[src/rtl/pll_reset_ce.sv]
// Purpose: qualify PLL lock and external reset, release a held-off system reset, and generate two fractional clock enables.
// Latency: sys_reset_n rises 3+HOLD_CYCLES edges after lock is first sampled clean, and falls 3 edges after lock loss or ext_reset.
// Backpressure: none; free-running outputs, enables are gated off whenever the block is not in RUN.
module pll_reset_ce #(
    parameter int HOLD_CYCLES = 1024,
    parameter int NUM0        = 8,
    parameter int DEN0        = 125,
    parameter int NUM1        = 16,
    parameter int DEN1        = 125
) (
    input  logic clk,
    input  logic reset_n,
    input  logic pll_locked,
    input  logic ext_reset,
    output logic sys_reset_n,
    output logic ce0,
    output logic ce1,
    output logic ready
);

    localparam int CW  = $clog2(HOLD_CYCLES) + 1;
    localparam int AW0 = $clog2(DEN0) + 1;
    localparam int AW1 = $clog2(DEN1) + 1;

    localparam logic [CW-1:0] HOLD_LAST = CW'(HOLD_CYCLES - 1);
    localparam logic [AW0:0]  NUM0_V    = (AW0 + 1)'(NUM0);
    localparam logic [AW0:0]  DEN0_V    = (AW0 + 1)'(DEN0);
    localparam logic [AW1:0]  NUM1_V    = (AW1 + 1)'(NUM1);
    localparam logic [AW1:0]  DEN1_V    = (AW1 + 1)'(DEN1);

    typedef enum logic [1:0] {
        WAIT_LOCK = 2'd0,
        HOLD      = 2'd1,
        RUN       = 2'd2
    } state_t;

    // Synchroniser stages for the two asynchronous inputs
    logic lock_s1_q, lock_s1_d, lock_s_q, lock_s_d;
    logic ext_s1_q, ext_s1_d, ext_s_q, ext_s_d;

    state_t          state_q, state_d;
    logic [CW-1:0]   cnt_q, cnt_d;
    logic            run_q, run_d;
    logic [AW0-1:0]  acc0_q, acc0_d;
    logic [AW1-1:0]  acc1_q, acc1_d;
    logic            ce0_q, ce0_d;
    logic            ce1_q, ce1_d;

    logic            clean;
    logic            acc_en;
    logic [AW0:0]    sum0;
    logic [AW1:0]    sum1;
    logic            carry0, carry1;

    // Two-flop synchroniser next values; nothing else looks at the raw inputs
    always_comb begin
        lock_s1_d = pll_locked;
        lock_s_d  = lock_s1_q;
        ext_s1_d  = ext_reset;
        ext_s_d   = ext_s1_q;
    end

    // Synchroniser flops
    always_ff @(posedge clk or negedge reset_n) begin
        if (!reset_n) begin
            lock_s1_q <= 1'b0;
            lock_s_q  <= 1'b0;
            ext_s1_q  <= 1'b0;
            ext_s_q   <= 1'b0;
        end else begin
            lock_s1_q <= lock_s1_d;
            lock_s_q  <= lock_s_d;
            ext_s1_q  <= ext_s1_d;
            ext_s_q   <= ext_s_d;
        end
    end

    // State register and hold counter
    always_ff @(posedge clk or negedge reset_n) begin
        if (!reset_n) begin
            state_q <= WAIT_LOCK;
            cnt_q   <= '0;
        end else begin
            state_q <= state_d;
            cnt_q   <= cnt_d;
        end
    end

    // Next state: any dirty sample (lock lost or reset requested) aborts HOLD/RUN before counting
    always_comb begin
        state_d = state_q;
        cnt_d   = cnt_q;
        clean   = lock_s_q & ~ext_s_q;
        case (state_q)
            WAIT_LOCK: begin
                cnt_d = '0;
                if (clean) begin
                    state_d = HOLD;
                end
            end
            HOLD: begin
                if (!clean) begin
                    state_d = WAIT_LOCK;
                    cnt_d   = '0;
                end else if (cnt_q == HOLD_LAST) begin
                    state_d = RUN;
                end else begin
                    cnt_d = cnt_q + 1'b1;
                end
            end
            RUN: begin
                if (!clean) begin
                    state_d = WAIT_LOCK;
                    cnt_d   = '0;
                end
            end
            default: begin
                state_d = WAIT_LOCK;
                cnt_d   = '0;
            end
        endcase
    end

    // Outputs: the run flag is a dedicated flop so reset release is glitch-free
    always_comb begin
        run_d = (state_q == RUN);
    end

    // Phase accumulators: advance only while staying in RUN, so re-entry always starts from phase 0
    always_comb begin
        acc_en = (state_q == RUN) && (state_d == RUN);
        sum0   = {1'b0, acc0_q} + NUM0_V;
        sum1   = {1'b0, acc1_q} + NUM1_V;
        carry0 = (sum0 >= DEN0_V);
        carry1 = (sum1 >= DEN1_V);
        acc0_d = '0;
        acc1_d = '0;
        if (acc_en) begin
            acc0_d = AW0'(carry0 ? (sum0 - DEN0_V) : sum0);
            acc1_d = AW1'(carry1 ? (sum1 - DEN1_V) : sum1);
        end
        ce0_d = (state_q == RUN) && carry0;
        ce1_d = (state_q == RUN) && carry1;
    end

    // Run flag, accumulators and registered enables
    always_ff @(posedge clk or negedge reset_n) begin
        if (!reset_n) begin
            run_q  <= 1'b0;
            acc0_q <= '0;
            acc1_q <= '0;
            ce0_q  <= 1'b0;
            ce1_q  <= 1'b0;
        end else begin
            run_q  <= run_d;
            acc0_q <= acc0_d;
            acc1_q <= acc1_d;
            ce0_q  <= ce0_d;
            ce1_q  <= ce1_d;
        end
    end

    assign sys_reset_n = run_q;
    assign ready       = run_q;
    assign ce0         = ce0_q;
    assign ce1         = ce1_q;

endmodule

[config.mk]
export PLATFORM = sky130hd
export DESIGN_NAME = pll_reset_ce
export DESIGN_NICKNAME = d
export VERILOG_FILES = /design/src/rtl/pll_reset_ce.sv
export SDC_FILE = /design/constraint.sdc
export NUM_CORES = 1
export LEC_CHECK = 0
export CAP_MARGIN = 20
export CORE_MARGIN = 4
export CORE_UTILIZATION = 25
export CTS_CLUSTER_SIZE = 8
export DETAILED_ROUTE_END_ITERATION = 7
export HOLD_SLACK_MARGIN = 0.1
export PLACE_DENSITY = 0.47
export SETUP_SLACK_MARGIN = 0.1
export SKIP_CTS_REPAIR_TIMING = 1
export SYNTH_ARGS = -nofsm -noshare
export SYNTH_HDL_FRONTEND = slang
export SYNTH_SLANG_ARGS = --single-unit
[constraint.sdc]
create_clock -name clk -period 1.98 [get_ports clk]
set_input_delay 0.396 -clock clk [delete_from_list [all_inputs] [get_ports clk]]
set_output_delay 0.396 -clock clk [all_outputs]
set_load 0.02 [all_outputs]
==> key figures <==
Run status
  – Outcome: finished, final reports clean

Floorplan
  – Starting utilization of the core area: 25.9%
  – Std-Cell Rows: 32
  – Floorplan core area: 7770 sq um
  – Chip Width: 97.7 um
  – Height of the die: a little under 100 um
  – Area of the die: ~9500 sq um
  – Top Ports: 8

Critical path
  – Start point of the critical path: acc0_q[4]
  – CP Capture Point: acc0_q[6]
  – Critical Path RT: approximately 2.2 ns
  – Arr. time, crit path: 2.04 ns
  – Kind of critical path: flip-flop to flip-flop
  – Critical register-to-register path endpoint: acc0_q[6]
  – Launch point of the worst reg-to-reg path: acc0_q[4]
  – Number of cells on the worst reg-to-reg path: 5
  – Critical path peak fanout: 6
  – Kind of start point of the critical path: flip-flop
  – Flop2flop setup slack: roughly 0.15 ns
  – Crit. End Element: flip-flop

STA
  – Worst hold slack after final layout: 0.140 ns
  – Worst setup skew after layout: 0.0119 ns
  – Final critical path time including I/O delays and setup: 1.83 ns
  – Relative max-transition margin: between 60% and 70%
  – Actual slew at the worst max-slew pin: 0.466 ns
  – Least setup slack across all paths after layout: 0.148 ns
  – Max Transition Viols Final: 0
  – Maximum clock frequency: approximately 550 MHz
  – RSZ-0062 raised after global routing: yes
  – Share of the cycle needed by the critical path after routing: 92.5%
  – Final Hold Vio Count: 0
  – Setup Viol. Count Final: 0

Clock tree
  – Clock-pin slew on the worst setup and hold paths: 0.08 ns
  – Total clock buffers created by CTS: 5
  – Master cell of the clock root buffer: sky130_fd_sc_hd__clkbuf_8
  – H-tree levels: 2
  – CTS tree: yes
  – Insertion delay to the later sink of the worst-skew pair: 0.29 ns
  – Maximum count of clock buffers along a single path: 2
  – Number of sinks on the clock net: 36

Power and ir drop
  – Sequential fraction of design power: 50.0%
  – Cell-internal power: between 1 and 1.5 mW
  – Switching part of the total power: 19.7%
  – Psw: 0.293 mW
  – Total power density per cell area: 570 nW/um^2
  – Part of the total power dissipated in the clock network: 48.1%
  – Static leakage: 1.04 nW
  – Worst voltage drop across the vdd grid: 386 uV
  – Combinational share of power: 2.0%

Placed design
  – Cell area after placement: 2260 sq um
  – Worst setup slack before clock tree synthesis: 0.0128 ns
  – Detailed placement HPWL: roughly 2.8 mm
  – GP Congestion: between 0.8 and 0.9
  – Number of buffers added on ports: 7

Layout
  – Flip-flop and latch area: 906 sq um
  – Final instance area: 2610 sq um
  – Fraction of final layout cells sized beyond drive strength 1: about a quarter
  – Fillers: 819
  – Final-stage net count: 248
  – Total inserted antenna cells: 0
  – Final Util: between 30 and 40%
  – Area added between synthesis and finish: 30.0%
  – Multi-input logic area: 1190 sq um

Global route
  – All-layer global routing usage: 8.95%
  – Total grt overflow: 0
  – Maximum number of pins on one net before global-route repair: 37
  – First-pass GRT wire length: 6.98 mm
  – Number of global-route vias before repair: 1,465
  – Number of antenna violations at the first check in global routing: 0

Synthesis
  – Number of enable flip-flop cells after synthesis: 0
  – Proportion of synthesized chip area in sequential cells: 44.8%
  – Top cells by area, synth: sky130_fd_sc_hd__dfrtp_1 45%, sky130_fd_sc_hd__ha_1 5.6%, sky130_fd_sc_hd__nor2_1 4.9%
  – Most instantiated flip-flop cell in the synthesis netlist: sky130_fd_sc_hd__dfrtp_1
  – Summed instance area of the synthesized netlist: around 2000 sq um
  – Synthesized netlist cell count: 207
  – Count of state elements after synthesis: 36
  – Number of warnings reported in the yosys synthesis log: 0
  – Area share of the largest cell type after synthesis: between 40% and 50%
  – Syn nets: 220
  – Cell type with the highest aggregate area in the netlist: sky130_fd_sc_hd__dfrtp_1
  – Mean area per synthesized cell: approximately 9.7 sq um
  – Leading cell types by count after synthesis: 36 x sky130_fd_sc_hd__dfrtp_1, 26 x sky130_fd_sc_hd__nor2_1, 16 x sky130_fd_sc_hd__nand2_1, 14 x sky130_fd_sc_hd__nand3_1, 12 x sky130_fd_sc_hd__o21ai_0
  – Async set-or-reset flop fraction in the synthesized netlist: 100%
  – Top-count cell post-synth: sky130_fd_sc_hd__dfrtp_1
  – Number of distinct library cells after synthesis: 47

Job
  – Max-cap violations: 0

Hold path
  – Worst min-delay path category: input port to asynchronous set/reset pin

Route
  – First-iteration detailed-routing DRC count: 49
  – Vias post-DR: roughly 1.6k
  – Total Wirelength: 4.15 mm
  – DRC Markers: 0
  – Final antenna-violating net count: 0
  – Routed WL per cell: 12.3 um
  – Detailed-routing iteration count for the pre-antenna-repair pass: 4
  – Per-cell via count in the routed design: 4.61
[per-layer routing]
| metal | part of all wire [%] | track usage (%) |
|---|---|---|
| met5 | 0 | 0 |
| met4 | 1.2 | 3.09 |
| met3 | 2.3 | 2.66 |
| met2 | 48 | 13.9 |
| met1 | 49 | 11.8 |
[stage by stage]
step	power [mW]	TNS, ns	cells
final	1.49	0	338
after detailed placement	0.789	0	324
after CTS	1.52	-0.0312	332
after floorplan	0.764	0	207
after global routing	1.56	0	338
after global placement	0.789	-0.00389	324
[state kept, by name, indices dropped and copies added (netlist names), 2 cells and up]
name	count
acc1_q	8
cnt_q	11
acc0_q	8
state_q	2
[power groups by stage]
stage / Combinational (mW) / Clock [mW] / Sequential (mW)
finish: 0.0290 / 0.715 / 0.744
global route: 0.0341 / 0.779 / 0.744
CTS: 0.0310 / 0.741 / 0.744
detailed placement: 0.0308 / 0 / 0.758
global placement: 0.0308 / 0 / 0.758
floorplan: 0.00676 / 0 / 0.758
[worst max-delay path, stage by stage (launching register included)]
cell and delay [ns]:
sky130_fd_sc_hd__dfrtp_2 0.46, sky130_fd_sc_hd__ha_4 0.20, sky130_fd_sc_hd__a31oi_4 0.09, sky130_fd_sc_hd__a41o_4 0.26, sky130_fd_sc_hd__or4_4 0.51, sky130_fd_sc_hd__a221oi_2 0.23
[kinds of logic (layout without fill, tap and decap cells)]
kind of cell,Yosys count,in the layout,synth area share (%)
simple gates,84,84,21.5
compound gates,47,47,16.8
flops,36,36,44.8
buf+inv,17,46,4.55
xor+xnor,11,11,5.17
fa+ha+maj,9,9,5.60
mux,3,3,1.62
[worst min-delay path by stage]
stage | startpoint | to | slack (ns) | cells past startpoint
floorplan | reset_n | acc0_q[0] | 0.10 | 0
global placement | lock_s1_q | lock_s_q | 0.34 | 0
detailed placement | lock_s1_q | lock_s_q | 0.34 | 0
CTS | reset_n | cnt_q[1] | 0.15 | 2
global route | reset_n | cnt_q[10] | 0.17 | 2
finish | reset_n | acc0_q[7] | 0.14 | 2
[final cells by class]
type                            count  share of cell area [%]
Clock buffer                        7                    3.69
Clock inverter                      1                    1.15
Inverter                           10                    1.44
Multi-Input combinational cell    154                    45.5
Sequential cell                    36                    34.7
Tap cell                          102                    4.89
Timing Repair Buffer               28                    8.67
[placed cells by master, fill, tap and decap left out, types with 3 or more instances in the layout]
master / instances
sky130_fd_sc_hd__a21oi_1: 8
sky130_fd_sc_hd__a31oi_2: 3
sky130_fd_sc_hd__buf_4: 20
sky130_fd_sc_hd__clkbuf_8: 7
sky130_fd_sc_hd__clkdlybuf4s50_1: 6
sky130_fd_sc_hd__dfrtp_1: 32
sky130_fd_sc_hd__dfrtp_2: 4
sky130_fd_sc_hd__ha_1: 5
sky130_fd_sc_hd__ha_4: 4
sky130_fd_sc_hd__inv_1: 10
sky130_fd_sc_hd__nand2_1: 16
sky130_fd_sc_hd__nand3_1: 13
sky130_fd_sc_hd__nand4_1: 3
sky130_fd_sc_hd__nor2_1: 26
sky130_fd_sc_hd__nor3_1: 5
sky130_fd_sc_hd__nor3_2: 3
sky130_fd_sc_hd__nor3b_1: 3
sky130_fd_sc_hd__o21a_1: 5
sky130_fd_sc_hd__o21ai_0: 11
sky130_fd_sc_hd__xnor2_1: 5
sky130_fd_sc_hd__xor2_1: 4
Power figures use the tool's default switching activity.
